$ cat config.mk
export PLATFORM = sky130hd
export DESIGN_NAME = mem_stage
export DESIGN_NICKNAME = d
export VERILOG_FILES = /design/src/rtl/mem_stage_pkg.sv /design/src/rtl/mem_wait_timer.sv /design/src/rtl/mem_stage.sv
export SDC_FILE = /design/constraint.sdc
export NUM_CORES = 1
export LEC_CHECK = 0
export BUFFER_PORTS_ARGS = -buffer_cell sky130_fd_sc_hd__buf_2
export CAP_MARGIN = 15
export CORE_MARGIN = 3
export CORE_UTILIZATION = 35
export CTS_CLUSTER_DIAMETER = 100
export DETAILED_ROUTE_END_ITERATION = 10
export GPL_ROUTABILITY_DRIVEN = 0
export PLACE_DENSITY = 0.65
export SLEW_MARGIN = 20
export SYNTH_ARGS = -nofsm -noshare
export SYNTH_HDL_FRONTEND = slang
export SYNTH_SLANG_ARGS = --single-unit
$ cat constraint.sdc
create_clock -name clk -period 2.7 [get_ports clk]
set_input_delay 0.27 -clock clk [delete_from_list [all_inputs] [get_ports clk]]
set_output_delay 0.27 -clock clk [all_outputs]
set_load 0.02 [all_outputs]
$ cat src/rtl/mem_stage_pkg.sv
// Shared types and defaults for the memory stage: FSM state encoding and access classification.
package mem_stage_pkg;

  typedef enum logic [1:0] {
    StIdle = 2'd0,
    StBusy = 2'd1,
    StHalt = 2'd2
  } mem_state_e;

  localparam int unsigned DefaultDataW      = 16;
  localparam int unsigned DefaultTimeoutCyc = 16;

  // An access is rejected when both op bits are set, or when a memory op is unaligned or
  // rides on a halt instruction.
  function automatic logic is_bad_access(input logic addr_lsb, input logic mem_wrt,
                                         input logic mem_read, input logic n_halt);
    return (mem_wrt & mem_read) | ((mem_wrt | mem_read) & (addr_lsb | ~n_halt));
  endfunction

endpackage

$ cat src/rtl/mem_wait_timer.sv
// Counts cycles spent waiting on data memory; expire is high once the count hits TIMEOUT_CYC-1.
module mem_wait_timer #(
  parameter int unsigned TIMEOUT_CYC = 16
) (
  input  logic clk,
  input  logic rst,
  input  logic clr,
  input  logic en,
  output logic expire
);

  localparam int unsigned CntW = (TIMEOUT_CYC > 2) ? $clog2(TIMEOUT_CYC) : 1;

  logic [CntW-1:0] cnt_q;

  assign expire = (cnt_q == CntW'(TIMEOUT_CYC - 1));

  // Saturate at the expire value so a stalled caller never wraps back to zero.
  always_ff @(posedge clk or posedge rst) begin
    if (rst) begin
      cnt_q <= '0;
    end else if (clr) begin
      cnt_q <= '0;
    end else if (en && !expire) begin
      cnt_q <= cnt_q + 1'b1;
    end
  end

endmodule

$ cat src/rtl/mem_stage.sv
// Memory pipeline stage: captures execute results, runs a req/done data-memory handshake with a
// timeout, and emits a one-cycle result pulse to writeback.
module mem_stage
  import mem_stage_pkg::*;
#(
  parameter int unsigned DATA_W      = DefaultDataW,
  parameter int unsigned TIMEOUT_CYC = DefaultTimeoutCyc
) (
  input  logic              clk,
  input  logic              rst,
  input  logic              ex_valid,
  input  logic [DATA_W-1:0] ex_alu_out,
  input  logic [DATA_W-1:0] ex_rt_data,
  input  logic              ex_mem_wrt,
  input  logic              ex_mem_read,
  input  logic              ex_n_halt,
  output logic              stall_ex,
  output logic              dm_req,
  output logic              dm_wr,
  output logic [DATA_W-1:0] dm_addr,
  output logic [DATA_W-1:0] dm_wdata,
  input  logic [DATA_W-1:0] dm_rdata,
  input  logic              dm_done,
  output logic              wb_valid,
  output logic [DATA_W-1:0] wb_data,
  output logic              wb_err,
  output logic              halted
);

  mem_state_e state_q;

  logic capture;
  logic is_mem;
  logic is_halt;
  logic bad_access;
  logic mem_start;
  logic timer_expire;

  always_comb begin
    capture    = (state_q == StIdle) && ex_valid;
    is_mem     = ex_mem_wrt | ex_mem_read;
    is_halt    = ~ex_n_halt;
    bad_access = is_bad_access(ex_alu_out[0], ex_mem_wrt, ex_mem_read, ex_n_halt);
    mem_start  = capture && is_mem && !bad_access;
  end

  assign stall_ex = (state_q == StBusy);

  mem_wait_timer #(
    .TIMEOUT_CYC (TIMEOUT_CYC)
  ) u_wait_timer (
    .clk    (clk),
    .rst    (rst),
    .clr    (mem_start),
    .en     (stall_ex),
    .expire (timer_expire)
  );

  always_ff @(posedge clk or posedge rst) begin
    if (rst) begin
      state_q  <= StIdle;
      dm_req   <= 1'b0;
      dm_wr    <= 1'b0;
      dm_addr  <= '0;
      dm_wdata <= '0;
      wb_valid <= 1'b0;
      wb_data  <= '0;
      wb_err   <= 1'b0;
      halted   <= 1'b0;
    end else begin
      wb_valid <= 1'b0;
      unique case (state_q)
        StIdle: begin
          if (capture) begin
            if (bad_access) begin
              wb_valid <= 1'b1;
              wb_err   <= 1'b1;
              wb_data  <= ex_alu_out;
              // A halt stays a halt even when its memory op is rejected.
              if (is_halt) begin
                halted  <= 1'b1;
                state_q <= StHalt;
              end
            end else if (is_halt) begin
              wb_valid <= 1'b1;
              wb_err   <= 1'b0;
              wb_data  <= ex_alu_out;
              halted   <= 1'b1;
              state_q  <= StHalt;
            end else if (is_mem) begin
              state_q  <= StBusy;
              dm_req   <= 1'b1;
              dm_wr    <= ex_mem_wrt;
              dm_addr  <= ex_alu_out;
              dm_wdata <= ex_rt_data;
            end else begin
              wb_valid <= 1'b1;
              wb_err   <= 1'b0;
              wb_data  <= ex_alu_out;
            end
          end
        end
        StBusy: begin
          // Completion takes priority over a timeout landing in the same cycle.
          if (dm_done) begin
            state_q  <= StIdle;
            dm_req   <= 1'b0;
            wb_valid <= 1'b1;
            wb_err   <= 1'b0;
            wb_data  <= dm_wr ? dm_addr : dm_rdata;
          end else if (timer_expire) begin
            state_q  <= StIdle;
            dm_req   <= 1'b0;
            wb_valid <= 1'b1;
            wb_err   <= 1'b1;
            wb_data  <= '0;
          end
        end
        StHalt: begin
        end
        default: begin
          state_q <= StIdle;
        end
      endcase
    end
  end

endmodule

==> results of run 1 <==
==> power by group through the flow <==
stage | clock (W) | sequential (W) | combinational (W)
after floorplan | 0 | 0.00147 | 0.000306
after global routing | 0.000841 | 0.00126 | 0.000906
after global placement | 0 | 0.00125 | 0.000829
final | 0.000774 | 0.00123 | 0.000837
after detailed placement | 0 | 0.00125 | 0.000849
after CTS | 0.000799 | 0.00123 | 0.000852
==> area by class of cell <==
type | count | share of cell area [%]
Tap cell | 99 | 3.51
Multi-Input combinational cell | 133 | 31.2
Clock inverter | 7 | 1.95
Sequential cell | 59 | 41.8
Clock buffer | 9 | 3.51
Inverter | 4 | 0.425
Timing Repair Buffer | 115 | 17.6
==> through the flow <==
step,cells,utilization [%]
after floorplan,207,-
final,426,48.2
after detailed placement,409,45.4
after CTS,426,48.2
after global placement,409,45.4
after global routing,426,48.2
==> cell families (layout without fill, tap and decap cells) <==
| kind of cell | Yosys count | in the layout | share of synthesized area, % |
|---|---|---|---|
| buf+inv | 15 | 135 | 3.56 |
| fa+ha+maj | 2 | 2 | 0.842 |
| flops | 59 | 59 | 55.2 |
| compound gates | 21 | 21 | 4.21 |
| mux | 66 | 66 | 28.1 |
| simple gates | 40 | 40 | 6.79 |
| xor+xnor | 4 | 4 | 1.31 |
==> synthesized netlist by cell type <==
library cell	number	area share (%)
nor2b_1	1	0.23
nand2b_1	2	0.47
o21a_1	1	0.28
o31ai_1	1	0.28
clkbuf_1	1	0.14
nor3b_1	1	0.28
maj3_1	1	0.37
buf_4	3	0.84
buf_12	1	0.75
buf_2	3	0.56
inv_1	4	0.56
buf_6	1	0.42
buf_1	2	0.28
xnor2_1	2	0.66
nor3_1	1	0.19
or4_1	1	0.28
o21ai_0	18	3.4
dfrtp_1	59	55
mux2i_1	18	6.7
ha_1	1	0.47
and2_1	2	0.47
a21o_1	1	0.28
nand2_1	19	2.7
nand3_1	3	0.56
nor2_1	8	1.1
and3_2	1	0.28
mux2_4	8	4.5
xor2_1	2	0.66
mux2_2	40	17
nor4_1	1	0.23
==> worst paths after layout <==
check,start,end,slack [ns],cells after the start
max,state_q[0]$_DFFE_PP0P_,dm_wdata[2]$_DFFE_PP0P_,0.59,4
min,dm_done,state_q[0]$_DFFE_PP0P_,0.16,2
max reg2reg,state_q[0]$_DFFE_PP0P_,dm_wdata[2]$_DFFE_PP0P_,0.59,4
min reg2reg,halted$_DFFE_PP0P_,halted$_DFFE_PP0P_,0.46,1
max in group asynchronous,rst,wb_err$_DFFE_PP0P_,1.78,4
min in group asynchronous,rst,dm_addr[7]$_DFFE_PP0P_,0.54,4
==> critical path, delay by kind of cell (launching register included) <==
family / cells / cell delay, ns
buffers and inverters: 1 / 0.24
multiplexers: 1 / 0.35
AND/OR/NAND/NOR: 2 / 0.96
flip-flops: 1 / 0.43
==> routing by layer <==
layer	vias up	track usage (%)
li1	949	-
met2	76	23.0
met3	7	3.78
met1	949	18.1
met4	0	6.59
met5	-	0
==> layout by cell type (no fill, tap or decap) <==
cell,Yosys,final
and2_1,2,1
mux2_2,40,40
clkinv_2,0,3
mux2i_1,18,18
maj3_1,1,1
o21ai_0,18,18
nor3b_1,1,1
nand2_1,19,19
or4_1,1,1
nor2_1,8,8
dlygate4sd3_1,0,1
clkinvlp_4,0,2
mux2_4,8,8
nor3_1,1,1
ha_1,1,1
buf_12,1,2
a21o_1,1,1
o31ai_1,1,1
o21a_1,1,1
xor2_1,2,2
clkinv_4,0,1
and2_2,0,1
and3_2,1,1
bufinv_16,0,1
nand2b_1,2,2
xnor2_1,2,2
buf_4,3,4
dfrtp_1,59,59
clkbuf_8,0,9
nand3_1,3,3
nor2b_1,1,1
inv_2,0,1
inv_1,4,3
buf_2,3,108
nor4_1,1,1
==> registers in the layout, summed over array words and instances (netlist names) <==
| signal | count |
|---|---|
| u_wait_timer.cnt_q | 4 |
| wb_data | 16 |
| state_q | 2 |
| dm_wdata | 16 |
| halted | 1 |
| dm_addr | 16 |
| wb_err | 1 |
| dm_req | 1 |
| dm_wr | 1 |
| wb_valid | 1 |
==> metrics.md, run 1 <==
| Metric | Value |
|---|---|
| CTS tree | built |
| # setup viols final | 0 |
| Internal power | roughly 0.0019 W |
| Root Buffer | clkbuf_8 |
| Synthesized cell area | ~2700 sq um |
| Area growth from synthesis to layout | 32.1% |
| TNS Setup | 0 ns |
| Crit Path Max Fanout | 21 |
| Final worst-path cycle share | between 70% and 80% |
| Sw Pwr | 0.000944 W |
| First-pass GRT wire length | a little under 10,000 microns |
| Largest net degree at the start of global routing | 35 |
| DR WL met2 | 2810 microns |
| Vias in the first global route | 2,015 |
| Yosys cell types | 30 |
| CTS Sinks | 59 |
| Remaining DRCs | 0 |
| PD cells | 805 nW/um^2 |
| Seq pwr share | a little over two fifths |
| DP Wirelength | roughly 4400 microns |
| Crit path kind | reg -> reg |
| # fillers | between 700 and 800 |
| Final Skew | roughly 0.012 ns |
| Critical Path Start Type | flop |
| Worst Hold Class | in -> reg |
| Maximum clock rate | 0.475 GHz |
| IO buf count | around 110 |
| Tot GR Track Use | 14.4% |
| Post-Place Worst Slack | 0.517 ns |
| Finished Cell Area | ~3500 sq um |
| Worst-path clk slew | 0.08 ns |
| Detailed Route WL | about 6100 microns |
| Final Hold Viols | 0 |
| Clock Path Buffers | 2 |
| RSZ-0062 raised after global routing | false |
| CP arrival | 2.32 ns |
| DR top layer | met4 |
| Post-CTS setup buffer count | 0 |
| Row count | 31 |
| Status | complete, no violations |
| Die Wd | roughly 93 microns |
| CTS Buf Count | 9 |
| Post-DP Area | between 3000 and 4000 sq um |
| Post-synthesis cell count | 207 |
| Met3 wire len | about 430 microns |
| M1 wire length | around 2700 microns |
| MaxCap Viol Count | 0 |
| Vias/cell | 4.65 |
| Hold_ws | around 0.16 ns |
| Total grt overflow | 0 |
| WL/cell | 14.2 microns |
| Core ar. | approximately 7300 sq um |
| Initial antenna violation count | 0 |
| Peak VDD IR | approximately 370 uV |
| Max-slew violation count | 0 |
| Full die area | 8720 sq um |
| Ports | 109 |
| Via count | 1,981 |
| Worst-Skew Late Latency | about 0.33 ns |
| Net Count, Synth | 263 |
| Antenna viol nets, final | 0 |
| Setup ws final | slightly below 0.6 ns |
| Critical path capture point type | flop |
| Post-synthesis sequential element count | 59 |
| FF/Latch Area | approximately 1500 sq um |
| Power Total | 0.00284 W |
| Clock power share | 27.2% |
| Worst stage delay on the critical path | 0.53 ns |
| Ant. Diodes | 0 |
| Slew Limit Headroom | ~60% |
| Post_cts resized | 0 |
| Die height | 93.4 microns |
| Cts hold-fix bufs | 1 |
| Drt pass-1 iters | 4 |
| Layout cells sized above 1 | 55.4% |
| Initial core utilization | a little over a third |
| Measured slew at the worst slew-check pin | between 0.6 and 0.7 ns |
| Pleak | roughly 1.9 nW |
| Sw Share | 33.2% |
| Sequential element share of the synthesized area | a little under three fifths |
| Worst path slowest cell | and2_2 |
| Multi-input gate area | 1100 sq um |
| NumNets Final | 378 |
| Comb pwr share | 29.4% |
| Synth warn | 0 |
| Tmin final | 2.11 ns |
| CP Cell Sequence | nor4_1 > and2_2 > buf_12 > mux2_2 |
| Iteration-0 DRC count of the detailed router | 78 |
| Average cell area after synthesis | between 10 and 15 sq um |
| H-tree depth | 3 |
| Worst path required time | about 2.9 ns |
(Power assumes the default switching activity.)
==> run 2: changes to the inputs <==
--- a/config.mk
+++ b/config.mk
@@ -5,6 +5,7 @@
 export SDC_FILE = /design/constraint.sdc
 export NUM_CORES = 1
 export LEC_CHECK = 0
+export ABC_AREA = 1
 export BUFFER_PORTS_ARGS = -buffer_cell sky130_fd_sc_hd__buf_2
 export CAP_MARGIN = 15
 export CORE_MARGIN = 3
@@ -12,7 +13,7 @@
 export CTS_CLUSTER_DIAMETER = 100
 export DETAILED_ROUTE_END_ITERATION = 10
 export GPL_ROUTABILITY_DRIVEN = 0
-export PLACE_DENSITY = 0.65
+export PLACE_DENSITY = 0.67
 export SLEW_MARGIN = 20
 export SYNTH_ARGS = -nofsm -noshare
 export SYNTH_HDL_FRONTEND = slang
==> constraint.sdc (replaced) <==
create_clock -name clk -period 1.75 [get_ports clk]
set_input_delay 0.175 -clock clk [delete_from_list [all_inputs] [get_ports clk]]
set_output_delay 0.175 -clock clk [all_outputs]
set_load 0.02 [all_outputs]
==> metrics.md, run 2 <==
| Metric | Value |
|---|---|
| Area growth from synthesis to layout | 28.3% (was 32.1%) |
| Row count | 32 (was 31) |
| Clock Path Buffers | 2 (unchanged) |
| CP arrival | 1.73 ns (was 2.32 ns) |
| Synth top cells by count | 153 x nand2_1, 59 x dfrtp_1, 40 x inv_1 (was 59 x dfrtp_1, 40 x mux2_2, 19 x nand2_1) |
| Ports | 109 (unchanged) |
| Post-synthesis cell count | 362 (was 207) |
| Total grt overflow | 0 (unchanged) |
| Post-synth EDFFs | 0 (unchanged) |
| Hold_ws | 0.0458 ns (was 0.164 ns) |
| Worst-path clk slew | 0.06 ns (was 0.08 ns) |
| Top cell type's share of synthesized area | 52.5% (was 55.2%) |
| Peak VDD IR | 622 uV (was 366 uV) |
| Antenna viol nets, final | 0 (unchanged) |
| Full die area | 9140 sq um (was 8720 sq um) |
| Ys async rst share | 100% (unchanged) |
| NumNets Final | 529 (was 378) |
| Area leader, netlist | dfrtp_1 (unchanged) |
| Synth Flop Type | dfrtp_1 (unchanged) |
| Die height | 95.6 microns (was 93.4 microns) |
| Post_cts resized | 0 (unchanged) |
| # setup viols final | 0 (unchanged) |
| Maximum clock rate | 0.656 GHz (was 0.475 GHz) |
| Max-slew violation count | 0 (unchanged) |
| Tot GR Track Use | 15.5% (was 14.4%) |
| Vias/cell | 4.53 (was 4.65) |
| Slew Limit Headroom | 72.5% (was 59.8%) |
| Die Wd | 95.6 microns (was 93.4 microns) |
| CTS Sinks | 59 (unchanged) |
| Post-DP Area | 3440 sq um (was 3330 sq um) |
| Critical Path Start Type | flop (unchanged) |
| Most numerous cell in the Yosys netlist | nand2_1 (was dfrtp_1) |
| Synthesized cell area | 2810 sq um (was 2670 sq um) |
| # fillers | 816 (was 710) |
| H-tree depth | 3 (unchanged) |
| Crit Path Max Fanout | 28 (was 21) |
| Synth warn | 0 (unchanged) |
| First-pass GRT wire length | 10,800 microns (was 9700 microns) |
| Largest net degree at the start of global routing | 60 (was 35) |
| FF/Latch Area | 1480 sq um (unchanged) |
| Initial core utilization | 36.2% (was 36.5%) |
| Final Hold Viols | 0 (unchanged) |
| Dpl cells | 563 (was 409) |
| Layout cells sized above 1 | 29.5% (was 55.4%) |
| Worst path required time | 1.95 ns (was 2.91 ns) |
| Post-CTS setup buffer count | 0 (unchanged) |
| MaxCap Viol Count | 0 (unchanged) |
| Detailed Route WL | 6960 microns (was 6070 microns) |
| RSZ-0062 raised after global routing | false (unchanged) |
| Most common cell after layout, fill and taps aside | nand2_1 (was buf_2) |
| Sequential element share of the synthesized area | 52.5% (was 55.2%) |
| Iteration-0 DRC count of the detailed router | 102 (was 78) |
| Drt pass-1 iters | 4 (unchanged) |
| Area contributors post-synth | dfrtp_1 53%, nand2_1 20%, o21ai_0 5.9%, inv_1 5.3%, nand3_1 4.1% (was dfrtp_1 55%, mux2_2 17%, mux2i_1 6.7%, mux2_4 4.5%, o21ai_0 3.4%) |
| Remaining DRCs | 0 (unchanged) |
| Root Buffer | clkbuf_8 (unchanged) |
| Net Count, Synth | 418 (was 263) |
| Finished Cell Area | 3610 sq um (was 3530 sq um) |
| Yosys cell types | 19 (was 30) |
| Post-synthesis sequential element count | 59 (unchanged) |
| Via count | 2,611 (was 1,981) |
| Core ar. | 7770 sq um (was 7330 sq um) |
| PD cells | 1680 nW/um^2 (was 805 nW/um^2) |
| Worst-Skew Late Latency | 0.32 ns (was 0.33 ns) |
| Measured slew at the worst slew-check pin | 0.411 ns (was 0.603 ns) |
| IO buf count | 108 (unchanged) |
| CTS Buf Count | 9 (unchanged) |
| Status | complete, no violations (unchanged) |
| Largest regs | dm_addr x16, dm_wdata x16, wb_data x16 (unchanged) |
| Vias in the first global route | 2,268 (was 2,015) |
| Final non-filler cell total | 576 (was 426) |
| Commonest non-fill, non-tap cells in the layout | 153 x nand2_1, 108 x buf_2, 59 x dfrtp_1 (was 108 x buf_2, 59 x dfrtp_1, 40 x mux2_2) |
| Final worst-path cycle share | 87.2% (was 78.0%) |
| Final Skew | 0.00911 ns (was 0.0120 ns) |
| Average cell area after synthesis | 7.77 sq um (was 12.9 sq um) |
| Initial antenna violation count | 0 (unchanged) |
| Critical path capture point type | flop (unchanged) |
| Crit path kind | reg -> reg (unchanged) |
| Tmin final | 1.53 ns (was 2.11 ns) |
| Multi-input gate area | 1070 sq um (was 1100 sq um) |
| CTS tree | built (unchanged) |
| WL/cell | 12.1 microns (was 14.2 microns) |
| Pleak | 2.12 nW (was 1.88 nW) |
| Cts hold-fix bufs | 1 (unchanged) |
| Reg2Reg Setup Slack | 0.22 ns (was 0.59 ns) |
| DP Wirelength | 5040 microns (was 4350 microns) |
| TNS Setup | 0 ns (unchanged) |
| Ant. Diodes | 0 (unchanged) |
| Worst Hold Class | in -> reg (unchanged) |
[run 2: cell types whose count changed in the layout (fill, tap and decap cells not counted), sizes merged, moves of 3 or more]
cell / previous run / this run
nand2: 19 / 160
mux2: 48 / 0
inv: 4 / 45
o21ai: 18 / 49
nand3: 3 / 23
mux2i: 18 / 0
clkinv: 4 / 0
clkbuf: 9 / 12
[run 2: where the power goes]
part	switching, W	internal, W
clock network	0.000468	0.000560
logic	0.00168	0.000917
registers	0.000434	0.00199
[run 2: cells by family (layout without fill, tap and decap cells)]
kind of cell,count (synthesis),in the layout,synth area share [%]
buffers and inverters,59,171,9.26
AND/OR/NAND/NOR,192,192,28.4
XOR/XNOR,2,2,0.623
flip-flops,59,59,52.5
adder cells (fa/ha/maj),1,1,0.445
AO/OA/AOI/OAI,49,49,8.72
[run 2: final timing paths]
path | to | start | depth (start not counted)
min reg2reg | dm_req$_DFFE_PP0P_ | dm_req$_DFFE_PP0P_ | 2
max | dm_addr[12]$_DFFE_PP0P_ | state_q[1]$_DFFE_PP0P_ | 7
min | dm_wdata[0]$_DFFE_PP0P_ | ex_rt_data[0] | 3
min in group asynchronous | dm_wdata[11]$_DFFE_PP0P_ | rst | 4
max in group asynchronous | dm_addr[8]$_DFFE_PP0P_ | rst | 4
max reg2reg | dm_addr[12]$_DFFE_PP0P_ | state_q[1]$_DFFE_PP0P_ | 7
[run 2: per-stage QoR]
step	setup slack [ns]	power (W)	utilization, %
4_1_cts	0.208	0.00615	46.5
3_3_place_gp	0.252	0.00503	44.3
3_5_place_dp	0.217	0.00510	44.3
6_report	0.225	0.00606	46.5
2_1_floorplan	0.119	0.00414	-
5_1_grt	0.105	0.00656	46.5
[run 2: cell type report]
type                       count  share of cell area (%)
clock buffer                  12                    4.30
inverter                      45                    4.82
multi-input combinational    244                    29.8
sequential                    59                    40.9
tap                          102                    3.54
timing repair buffer         114                    16.6
[run 2: layer usage]
metal,GRT usage (%),routed length [microns]
met1,20.4,3130
met3,5.29,556
met5,0,0
met2,24.2,3230
met4,4.27,45
[run 2: worst max-delay path: stages, from the launching register on]
cell and delay [ns]:
dfrtp_1 0.39, nor2_2 0.14, nand2_2 0.09, nor2_2 0.15, nand2_4 0.21, buf_4 0.28, nand2_1 0.07, o21ai_1 0.06
